[src/rtl/store_narrow_pkg.sv]
// Shared constants for the store path: opcodes, address map and the FIFO entry layout.
package store_narrow_pkg;

  localparam logic [7:0] StoreWord = 8'h2b;
  localparam logic [7:0] StoreHalf = 8'h29;
  localparam logic [7:0] StoreByte = 8'h28;

  localparam logic [31:0] DmBase     = 32'h0000_0000;
  localparam logic [31:0] DmEnd      = 32'h0000_2fff;
  localparam logic [31:0] Tc0Base    = 32'h0000_7f00;
  localparam logic [31:0] Tc0End     = 32'h0000_7f0b;
  localparam logic [31:0] Tc1Base    = 32'h0000_7f10;
  localparam logic [31:0] Tc1End     = 32'h0000_7f1b;
  localparam logic [31:0] TcCountOff = 32'h0000_0008;

  typedef struct packed {
    logic [31:0] addr;
    logic [31:0] wdata;
    logic [3:0]  byteen;
  } entry_t;

  function automatic logic in_range(logic [31:0] a, logic [31:0] lo, logic [31:0] hi);
    return (a >= lo) && (a <= hi);
  endfunction

endpackage

[src/rtl/store_narrow_if.sv]
// Request (MEM stage) and bus-bridge handshakes of the store narrowing unit.
interface store_narrow_if;
  logic        req_valid;
  logic        req_ready;
  logic [7:0]  req_op;
  logic [31:0] req_addr;
  logic [31:0] req_data;
  logic        mem_valid;
  logic        mem_ready;
  logic [31:0] mem_addr;
  logic [31:0] mem_wdata;
  logic [3:0]  mem_byteen;

  modport master (
    output req_valid, req_op, req_addr, req_data, mem_ready,
    input  req_ready, mem_valid, mem_addr, mem_wdata, mem_byteen
  );

  modport slave (
    input  req_valid, req_op, req_addr, req_data, mem_ready,
    output req_ready, mem_valid, mem_addr, mem_wdata, mem_byteen
  );
endinterface

[src/rtl/store_lane_gen.sv]
// Combinational store lane generator and AdES checker; also used by the bridge address checker.
module store_lane_gen
  import store_narrow_pkg::*;
(
  input  logic [7:0]  op_i,
  input  logic [31:0] addr_i,
  input  logic [31:0] data_i,
  output logic [31:0] wdata_o,
  output logic [3:0]  byteen_o,
  output logic        ades_o,
  output logic        known_o
);

  logic misaligned, narrow, in_dm, in_tc, to_count;

  always_comb begin
    wdata_o    = '0;
    byteen_o   = '0;
    known_o    = 1'b0;
    misaligned = 1'b0;
    narrow     = 1'b0;
    in_dm      = in_range(addr_i, DmBase, DmEnd);
    in_tc      = in_range(addr_i, Tc0Base, Tc0End) || in_range(addr_i, Tc1Base, Tc1End);
    to_count   = (addr_i == Tc0Base + TcCountOff) || (addr_i == Tc1Base + TcCountOff);
    case (op_i)
      StoreWord: begin
        known_o    = 1'b1;
        wdata_o    = data_i;
        byteen_o   = 4'b1111;
        misaligned = addr_i[1:0] != 2'b00;
      end
      StoreHalf: begin
        known_o    = 1'b1;
        narrow     = 1'b1;
        wdata_o    = {2{data_i[15:0]}};
        byteen_o   = addr_i[1] ? 4'b1100 : 4'b0011;
        misaligned = addr_i[0];
      end
      StoreByte: begin
        known_o  = 1'b1;
        narrow   = 1'b1;
        wdata_o  = {4{data_i[7:0]}};
        byteen_o = 4'b0001 << addr_i[1:0];
      end
      default: ;
    endcase
    // Timers only accept full-word writes, and their COUNT registers are read-only.
    ades_o = known_o && (misaligned || !(in_dm || in_tc) || (narrow && in_tc) || to_count);
  end

endmodule

[src/rtl/store_narrow.sv]
// Store narrowing unit: lane generation, AdES reporting and a 2-entry in-order store FIFO.
module store_narrow
  import store_narrow_pkg::*;
(
  input  logic         clk,
  input  logic         reset,
  store_narrow_if.slave bus,
  output logic         exc_ades,
  output logic [31:0]  exc_addr,
  output logic         busy
);

  entry_t      fifo_q [2];
  entry_t      new_entry, head;
  logic        wr_ptr_q, wr_ptr_d, rd_ptr_q, rd_ptr_d;
  logic [1:0]  count_q, count_d;
  logic        exc_ades_q, exc_ades_d;
  logic [31:0] exc_addr_q, exc_addr_d;
  logic [31:0] lane_wdata;
  logic [3:0]  lane_byteen;
  logic        lane_ades, lane_known;
  logic        ready, not_empty, accept, push, pop;

  store_lane_gen u_lane_gen (
    .op_i     (bus.req_op),
    .addr_i   (bus.req_addr),
    .data_i   (bus.req_data),
    .wdata_o  (lane_wdata),
    .byteen_o (lane_byteen),
    .ades_o   (lane_ades),
    .known_o  (lane_known)
  );

  always_comb begin
    // Readiness depends on the registered count only; a full FIFO never passes through.
    ready      = count_q != 2'd2;
    not_empty  = count_q != 2'd0;
    accept     = bus.req_valid && ready;
    push       = accept && lane_known && !lane_ades;
    pop        = not_empty && bus.mem_ready;
    count_d    = count_q + {1'b0, push} - {1'b0, pop};
    wr_ptr_d   = push ? ~wr_ptr_q : wr_ptr_q;
    rd_ptr_d   = pop ? ~rd_ptr_q : rd_ptr_q;
    exc_ades_d = accept && lane_ades;
    exc_addr_d = exc_ades_d ? bus.req_addr : exc_addr_q;
    new_entry  = '{addr: {bus.req_addr[31:2], 2'b00}, wdata: lane_wdata, byteen: lane_byteen};
    head       = fifo_q[rd_ptr_q];
  end

  always_comb begin
    bus.req_ready  = ready;
    bus.mem_valid  = not_empty;
    bus.mem_addr   = not_empty ? head.addr : '0;
    bus.mem_wdata  = not_empty ? head.wdata : '0;
    bus.mem_byteen = not_empty ? head.byteen : '0;
    busy           = not_empty;
    exc_ades       = exc_ades_q;
    exc_addr       = exc_addr_q;
  end

  always_ff @(posedge clk) begin
    if (reset) begin
      count_q    <= 2'd0;
      wr_ptr_q   <= 1'b0;
      rd_ptr_q   <= 1'b0;
      exc_ades_q <= 1'b0;
      exc_addr_q <= '0;
      fifo_q[0]  <= '0;
      fifo_q[1]  <= '0;
    end else begin
      count_q    <= count_d;
      wr_ptr_q   <= wr_ptr_d;
      rd_ptr_q   <= rd_ptr_d;
      exc_ades_q <= exc_ades_d;
      exc_addr_q <= exc_addr_d;
      if (push) fifo_q[wr_ptr_q] <= new_entry;
    end
  end

endmodule

[src/flat_wrapper.sv]
// flat-port wrapper written by rule: the top's interface ports become plain ports
module store_narrow_flat import store_narrow_pkg::*;
  (clk, reset, exc_ades, exc_addr, busy, bus_req_valid, bus_req_op, bus_req_addr, bus_req_data, bus_mem_ready, bus_req_ready, bus_mem_valid, bus_mem_addr, bus_mem_wdata, bus_mem_byteen);
  store_narrow_if bus_i ();
  input  logic clk;
  input  logic reset;
  output logic exc_ades;
  output logic [31:0] exc_addr;
  output logic busy;
  input wire logic [$bits(bus_i.req_valid)-1:0] bus_req_valid;
  input wire logic [$bits(bus_i.req_op)-1:0] bus_req_op;
  input wire logic [$bits(bus_i.req_addr)-1:0] bus_req_addr;
  input wire logic [$bits(bus_i.req_data)-1:0] bus_req_data;
  input wire logic [$bits(bus_i.mem_ready)-1:0] bus_mem_ready;
  output wire logic [$bits(bus_i.req_ready)-1:0] bus_req_ready;
  output wire logic [$bits(bus_i.mem_valid)-1:0] bus_mem_valid;
  output wire logic [$bits(bus_i.mem_addr)-1:0] bus_mem_addr;
  output wire logic [$bits(bus_i.mem_wdata)-1:0] bus_mem_wdata;
  output wire logic [$bits(bus_i.mem_byteen)-1:0] bus_mem_byteen;
  assign bus_i.req_valid = bus_req_valid;
  assign bus_i.req_op = bus_req_op;
  assign bus_i.req_addr = bus_req_addr;
  assign bus_i.req_data = bus_req_data;
  assign bus_i.mem_ready = bus_mem_ready;
  assign bus_req_ready = bus_i.req_ready;
  assign bus_mem_valid = bus_i.mem_valid;
  assign bus_mem_addr = bus_i.mem_addr;
  assign bus_mem_wdata = bus_i.mem_wdata;
  assign bus_mem_byteen = bus_i.mem_byteen;
  store_narrow u_core (.clk(clk), .reset(reset), .bus(bus_i), .exc_ades(exc_ades), .exc_addr(exc_addr), .busy(busy));
endmodule
[config.mk]
export PLATFORM = sky130hd
export DESIGN_NAME = store_narrow_flat
export DESIGN_NICKNAME = d
export VERILOG_FILES = /design/src/rtl/store_narrow_pkg.sv /design/src/rtl/store_narrow_if.sv /design/src/rtl/store_lane_gen.sv /design/src/rtl/store_narrow.sv /design/src/flat_wrapper.sv
export SDC_FILE = /design/constraint.sdc
export NUM_CORES = 1
export LEC_CHECK = 0
export ABC_AREA = 1
export CAP_MARGIN = 20
export CORE_MARGIN = 5
export CORE_UTILIZATION = 50
export CTS_CLUSTER_SIZE = 30
export DETAILED_ROUTE_END_ITERATION = 6
export PLACE_DENSITY = 0.8
export SYNTH_ARGS = -nofsm -noshare
export SYNTH_HDL_FRONTEND = slang
export SYNTH_SLANG_ARGS = --single-unit
[constraint.sdc]
create_clock -name clk -period 7.5 [get_ports clk]
set_input_delay 0.75 -clock clk [delete_from_list [all_inputs] [get_ports clk]]
set_output_delay 0.75 -clock clk [all_outputs]
set_load 0.005 [all_outputs]
==> flow_summary.ini <==
[status]
run_status = finished, final reports clean

[grt]
first_global_vias = 6178
grt_max_degree = 68
grt_use_total_pct = 22.15
grt_pass1_wl_um = 31330
antenna_found_initial = 0
globalRouteOverflowTotal = 0

[hold_path]
worstHoldStart = u_core.rd_ptr_q
whs_path_depth = 1
min_path_type = reg2reg

[place]
io_buffers = 177
dp_hpwl_um = 13650
dp.cells = 1229
place_congestion = 0.8087

[critical_path]
worst_r2r_path_depth = 8
cp_max_fo = 67
critical_path_class = in2reg
worstPathRequired_ps = 7540
worstPathCellList = clkdlybuf4s50_1 -> inv_2 -> nor3_1 -> nand2_1 -> inv_2 -> nor2_2 -> nor2_4 -> buf_4 -> nand4_1 -> buf_4 -> nand2_4
end_kind = flip-flop
r2r_end = u_core.fifo_q[1][60]
cp.arrival_ps = 4330
critPathMaxStageDelay_ps = 760
start_kind = input port
rr_startpoint = u_core.count_q[0]
r2r_slack_ps = 4460
crit_path_top_delay_cell = nand2_4

[clock_network]
clk_latency_ps = 430
cts_tree = done
cts_buffer_depth = 2
cts.hold.buffers_added = 0
clk_pin_slew_ps = 60
cts_resized = 0
cts_max_level = 4
clock-sinks = 170
post_cts_buffers = 0
cts_inserted_buffers = 17
cts-root-buf = clkbuf_16

[timing]
fmax_mhz = 233.1
fin_crit_sh_pct = 57.20
tightest_slew_ps = 998.4
max-slew-margin-rel_pct = 33.34
hold_violations = 0
final.setup.tns_ps = 0
fin_skew_ps = 8.789
drv_slew = 0
rsz0062_at_grt = no
fin_crit_ps = 4290
setup_violations = 0

[power_and_ir_drop]
power.internal_uw = 1671
p_seq_share_pct = 47.8
pwr-share-clk_pct = 36.6
power_switching_uw = 552.7
power_density_nw_per_um2 = 215.2
p_leak_uw = 0.003799
switching_share_pct = 24.85
pwr-share-comb_pct = 15.5
ir_drop_mv = 0.1359

[yosys]
synthDominantCellAreaShare_pct = 50.88
synth_seq_area_share_pct = 60.64
synth_area_sq_um = 7791
yosys.area.top_type = edfxtp_1
ys_ff_latch = 170
ys_types = 30
synth_warnings = 0
syn_inst = 853
netlist_top_cells_area = edfxtp_1 51%, nand2_1 11%, dfxtp_1 9.8%, a21oi_1 7.6%, nor2_1 6.4%
avgSynthCellArea_sq_um = 9.134

[routing]
viasPerCell = 5.126
first_pass_iters = 6
avgRoutedWirePerCell_um = 16.23
wirelength_um = 20500
vias = 6474
drt_iter0_drc = 585
ant_nets = 0
drc = 0

[die]
die_y_um = 134.8
dieWidth_um = 134.8
io_pins = 180
coreArea_sq_um = 15260
die_area_sq_um = 18180
rows = 45
start_util_pct = 51.06

[layout]
finalNonFillerCells = 1263
antenna_cells = 0
nets = 1116
final_cell_mix = 232 x nand2_1, 177 x clkdlybuf4s50_1, 132 x nor2_1, 132 x edfxtp_1, 119 x a21oi_1
nFillCells = 1179
post-route-util_pct = 67.72
area_delta_synth_final_pct = 32.62
drive_above_1_share_pct = 7.129
mostFrequentLayoutCell = nand2_1

[job]
maxCapViolCount = 0
[power by group through the flow]
stage	Combinational [uW]	Clock, uW	Sequential [uW]
2_1_floorplan	154	0	1080
3_3_place_gp	342	0	1080
3_5_place_dp	344	0	1080
4_1_cts	346	820	1060
5_1_grt	378	857	1070
6_report	345	815	1060
[flip-flops by register name, summed over array words and instances (netlist names), named ones only]
signal and cells:
u_core.count_q 2, u_core.exc_addr 32, u_core.exc_ades 1, u_core.fifo_q 132, u_core.rd_ptr_q 1, u_core.wr_ptr_q 1
[cells by family after synthesis]
| family | share of synthesized area (%) |
|---|---|
| AOI/OAI and AO/OA | 9.057 |
| xor gates and xnor gates | 0.1124 |
| adders and majority gates | 0.1606 |
| buffers and inverters | 6.022 |
| DFF | 60.64 |
| other | 0.04813 |
| and+or+nand+nor | 23.96 |
[worst max-delay path by stage]
stage	start	to	slack [ps]	cells past startpoint
5_1_grt	bus_req_op[0]	u_core.fifo_q[1][60]	2880	11
3_3_place_gp	bus_req_op[0]	u_core.fifo_q[0][16]	2610	11
2_1_floorplan	bus_req_op[4]	u_core.fifo_q[0][0]	590	10
4_1_cts	bus_req_op[0]	u_core.fifo_q[0][52]	2880	11
6_report	bus_req_op[0]	u_core.fifo_q[1][60]	3210	11
3_5_place_dp	bus_req_op[0]	u_core.fifo_q[0][16]	2440	11
[routing by layer]
| metal | global-route usage, % | part of all wire [%] |
|---|---|---|
| met5 | 0 | 0 |
| met4 | 7.692 | 2.4 |
| met3 | 7.303 | 12 |
| met2 | 36.44 | 47 |
| met1 | 27.55 | 39 |
[synthesized netlist by cell type]
cell type	number
conb_1	1
nor2_1	133
o31ai_1	1
nor2_4	1
a21oi_1	119
nand2_1	233
nor4_1	1
edfxtp_1	132
a22o_1	2
nand3b_1	16
a32o_1	1
o211ai_1	1
nand3_1	25
nor2_2	23
nor3_1	2
nand2_2	4
o21ai_0	11
a31oi_1	2
inv_1	43
ha_1	1
buf_4	9
nand4_1	3
buf_1	9
xnor2_1	1
dfxtp_1	38
buf_6	6
inv_2	3
nor3_4	2
clkbuf_1	18
buf_2	12
[critical path: cells and delay by family]
family,cells,cell delay (ps)
simple gates,6,1570
buf+inv,5,1980
[area by class of cell]
cell class,instances,area (sq um),share of cell area [%]
clock inverter,11,100.1,0.9688
inverter,46,172.7,1.671
clock buffer,21,450.4,4.359
tap,211,264.0,2.555
timing repair buffer,186,1864,18.04
sequential,170,4726,45.74
multi-input combinational,618,2755,26.67
[per-stage QoR]
stage	hold WS [ps]	instance area, sq um	worst slack, ps	total power (uW)
global route	468.9	10330	2881	2301
detailed placement	438.4	9742	2441	1428
global placement	424.1	9742	2610	1424
floorplan	425.9	7923	591.1	1238
CTS	448.5	10290	2885	2230
finish	452.2	10330	3210	2224
Note: power is estimated with default switching activity, not from simulation.
==> variant 1, RTL diff (same flow settings) <==
`exc_addr_q` no longer has a reset.
--- a/src/rtl/store_narrow.sv
+++ b/src/rtl/store_narrow.sv
@@ -66,3 +66,2 @@
       exc_ades_q <= 1'b0;
-      exc_addr_q <= '0;
       fifo_q[0]  <= '0;
@@ -74,3 +73,2 @@
       exc_ades_q <= exc_ades_d;
-      exc_addr_q <= exc_addr_d;
       if (push) fifo_q[wr_ptr_q] <= new_entry;
@@ -79,2 +77,6 @@
 
+  always_ff @(posedge clk) begin
+    exc_addr_q <= exc_addr_d;
+  end
+
 endmodule
Function: changed (a bounded check fails within 4 cycles, from zero or initial values and one cycle with reset high).
==> variant 1 against the unedited design <==
- design area shrank 3.6%
- die area is 5.2% lower
- worst setup slack gained 0.10 ns
- sequential cell count unchanged
- sequential share of layout area increased by 4.9 points
- wire length decreased by 11%
- combinational power down 3%
- total power increased by 5.2%
- via count fell by 15%
- synthesized cell count decreased by 19%
- area after synthesis down 5.6%
- count of clock-buffer cells in the layout rose by 1
- critical path type unchanged
==> variant 1: results (changes against the unedited design) <==
run_status:
  status: "finished clean"
power:
  powerDensity_nw_per_um2: 235  # +9.1%
  peakVddDrop_mv: 0.171  # +26%
  power_frac_comb: 0.143  # -0.012
  p_sw_w: 0.000545  # -1.4%
  p_leak_nw: 3.57  # -5.9%
setup_path:
  crit_start: "bus_req_op[5]"
  path_max_fanout: 66  # -1.5%
  max_stage_delay_ns: 0.92  # +0.16 ns
  rr_endpoint: "u_core.fifo_q[1][55]$_SDFFCE_PN0P_"
  cpLargestDelayFamily: "simple AND/OR/NAND/NOR gates"
  worstReg2RegStart: "u_core.count_q[0]$_SDFF_PP0_"
  crit_slowest_cell: "nand2_4"
  crit_path_end_kind: "flop"
  rr_worst_depth: 7  # -1
  arrival_ns: 4.22  # -0.11 ns
  reg2reg_slack_ns: 4.50  # +0.04 ns
cts:
  cts_max_level: 4  # unchanged
  clkTransAtPathRegs_ns: 0.06  # about the same
  cts_setup_buffers: 0  # unchanged
  clk_latency_ns: 0.41  # -0.02 ns
  root_buffer: "clkbuf_16"
  cts_resized: 0  # unchanged
placed_design:
  dp_hpwl_mm: 12.0  # -12%
  gp_congestion: 0.829  # +2.5%
  placed_cells: 1055  # -14%
  dpl_cell_area_um2: 9330  # -4.3%
cells_and_area:
  largest_reg_flops: 132  # unchanged
  drive_above_1_share: 0.0586  # -0.0127
  final_nets: 968  # -13%
  regMostFlops: "u_core.fifo_q"
yosys:
  synth_enable_flop_cells: 164  # +24%
  ys_top_cells_by_count: "185 x nand2_1, 164 x edfxtp_1, 123 x nor2_1"
  ys_warn_count: 0  # unchanged
  synth_cell_types: 27  # -10%
  synth_area_leaders: "edfxtp_1 67%, nand2_1 9.4%, nor2_1 6.3%"
  synth.yosys.seq_area_share: 0.686  # +0.0792
  syn_inst: 693  # -19%
  async_reset_ff_frac: 0  # unchanged
global_route:
  track_usage: 0.210  # -0.0115
  use_met2: 0.354  # -0.0102
  first_global_vias: 5492  # -11%
  antenna_found_initial: 0  # unchanged
  grt_start_max_net_pins: 67  # -1.5%
  grt_use_met3: 0.0627  # -0.0103
  met1_usage: 0.249  # -0.0261
  grt_first_pass_wirelength_mm: 28.6  # -8.6%
routing:
  avgViaCountPerCell: 5.07  # -1.1%
  top_layer: "met4"
  wl_met1_mm: 7.02  # -11%
  wl_met2_mm: 9.26  # -3.5%
  wl_met3_mm: 1.42  # -44%
  wl_per_cell_um: 16.8  # +3.6%
  wl_mm: 18.3  # -11%
  drt_iter0_drc: 450  # -23%
  dr.pass1.iters: 5  # -1
timing:
  finalHoldWorstSlack_ns: 0.468  # +0.0157 ns
  finClkSkew_ns: 0.00645  # -0.00234 ns
  slew_headroom: 0.363  # +0.0297
job:
  max_cap_violations: 0  # unchanged
[variant 1: final cells by class]
type | count | area [um2]
fill | 1080 | 4520
clock buffer | 22 | 444
timing repair buffer | 183 | 1840
sequential | 170 | 5050
clock inverter | 10 | 166
multi-input combinational | 486 | 2100
tap | 184 | 230
inverter | 33 | 124
[variant 1: cell families (layout without fill, tap and decap cells)]
family	after synthesis	count (layout)	share of synthesized area
other	1	36	0.000510
and+or+nand+nor	348	348	0.189
adders and majority gates	1	1	0.00170
AOI/OAI and AO/OA	100	100	0.0718
DFF	170	170	0.686
buffers and inverters	72	248	0.0502
xor gates and xnor gates	1	1	0.00119
[variant 1: stage by stage]
stage                     setup slack, ns  utilization
after floorplan                     0.765            -
after global placement               2.96        0.643
after detailed placement             2.89        0.644
after CTS                            3.32        0.686
after global routing                 2.97        0.688
final                                3.31        0.688
==> variant 2, RTL diff (config.mk and constraints unchanged) <==
Without the edit above. The package constant `TcCountOff` goes from 32'h0000_0008 to 32'h00000004.
--- a/src/rtl/store_narrow_pkg.sv
+++ b/src/rtl/store_narrow_pkg.sv
@@ -13,3 +13,3 @@
   localparam logic [31:0] Tc1End     = 32'h0000_7f1b;
-  localparam logic [31:0] TcCountOff = 32'h0000_0008;
+  localparam logic [31:0] TcCountOff = 32'h00000004;
 
Behaviour: not the same (Yosys sat finds a counterexample within 4 cycles, from zero or initial values and one cycle with reset high).
==> variant 2 against the unedited design <==
- worst setup slack lost 0.23 ns
- synthesized cell count shrank 5.2%
- wire length shrank 5.7%
- sequential cell count is the same
- critical path depth shrank 1
- die area shrank 1.9%
- non-clock buffer count shrank 3
- total power grew 1.8%
- clock skew shrank 0.0023 ns
- area after synthesis shrank 2.0%
- design area shrank 1.6%
- critical endpoint is now u_core.fifo_q[1][40]$_SDFFCE_PN0P_
- largest cell class unchanged
==> variant 2: results (changes against the unedited design) <==
run_status:
  status: "finished clean"
global_route:
  top_usage_layer: "met2"
  first_global_vias: 5899  # -4.5%
  grt_use_met3: 0.0608  # -0.0122
  use_met2: 0.376  # +0.0112
  track_usage: 0.217  # -0.00493
  met1_usage: 0.261  # -0.0140
  grt_first_pass_wirelength_mm: 30.1  # -3.9%
cts:
  clock_sink_count: 170  # unchanged
placed_design:
  place_ws_ns: 2.67  # +0.231 ns
  dp_hpwl_mm: 12.9  # -5.5%
  gp_congestion: 0.839  # +3.7%
timing:
  finalHoldWorstSlack_ns: 0.455  # +0.00324 ns
  period_minus_slack_ns: 4.52  # +0.228 ns
  slew_headroom: 0.345  # +0.0117
  finClkSkew_ns: 0.00653  # -0.00225 ns
setup_path:
  path_max_fanout: 66  # -1.5%
  arrival_ns: 4.57  # +0.24 ns
  rr_worst_depth: 7  # -1
  cpLargestDelayFamily: "simple AND/OR/NAND/NOR gates"
yosys:
  ys_top_cells_by_count: "200 x nand2_1, 134 x nor2_1, 132 x edfxtp_1"
  synth_cell_types: 32  # +6.7%
power:
  p_leak_nw: 3.67  # -3.3%
  powerComb_w: 0.000341  # -1%
  power.share.clock: 0.377  # +0.011
  p_sw_w: 0.000555  # +0.48%
  peakVddDrop_mv: 0.161  # +19%
routing:
  avgViaCountPerCell: 5.08  # -0.93%
  drt_iter0_drc: 446  # -24%
  dr.pass1.iters: 5  # -1
  top_layer: "met4"
  wl_met3_mm: 1.41  # -44%
  wl_mm: 19.3  # -5.7%
cells_and_area:
  fill_cells: 1204  # +2.1%
  multi_input_area_share: 0.258  # -0.00911
  final_nets: 1076  # -3.6%
  clkCellAreaFrac: 0.0574  # +0.00409
  inv_count: 46  # unchanged
  num-nonclk-buffers: 183  # -1.6%
  clkbuf_count: 24  # +14%
  multi_input_comb_cells: 581  # -6.0%
  drive_above_1_share: 0.107  # +0.0354
==> variant 2: cell types whose count changed after synthesis, moves of 5 or more <==
cell	change
buf_6	+5
buf_2	-7
a21oi_1	-32
buf_4	-6
nand3_1	-21
o21ai_0	+34
nor2_2	+32
nand3b_1	-15
nand2_1	-33
==> variant 2: cell families after synthesis <==
family                   Yosys count  synth area share
AO/OA/AOI/OAI                    137            0.0916
XOR/XNOR                           1           0.00115
adder cells (fa/ha/maj)            1           0.00164
buffers and inverters             93            0.0590
flip-flops                       170             0.619
other                              1          0.000491
AND/OR/NAND/NOR                  406             0.227
==> variant 2: stage by stage <==
stage / total power (W) / std cells / cell area [um2] / util
after floorplan: 0.00124 / 844 / 7770 / -
after global placement: 0.00143 / 1167 / 9560 / 0.634
after detailed placement: 0.00143 / 1167 / 9560 / 0.634
after CTS: 0.00227 / 1199 / 10100 / 0.672
after global routing: 0.00235 / 1200 / 10200 / 0.674
final: 0.00226 / 1200 / 10200 / 0.674
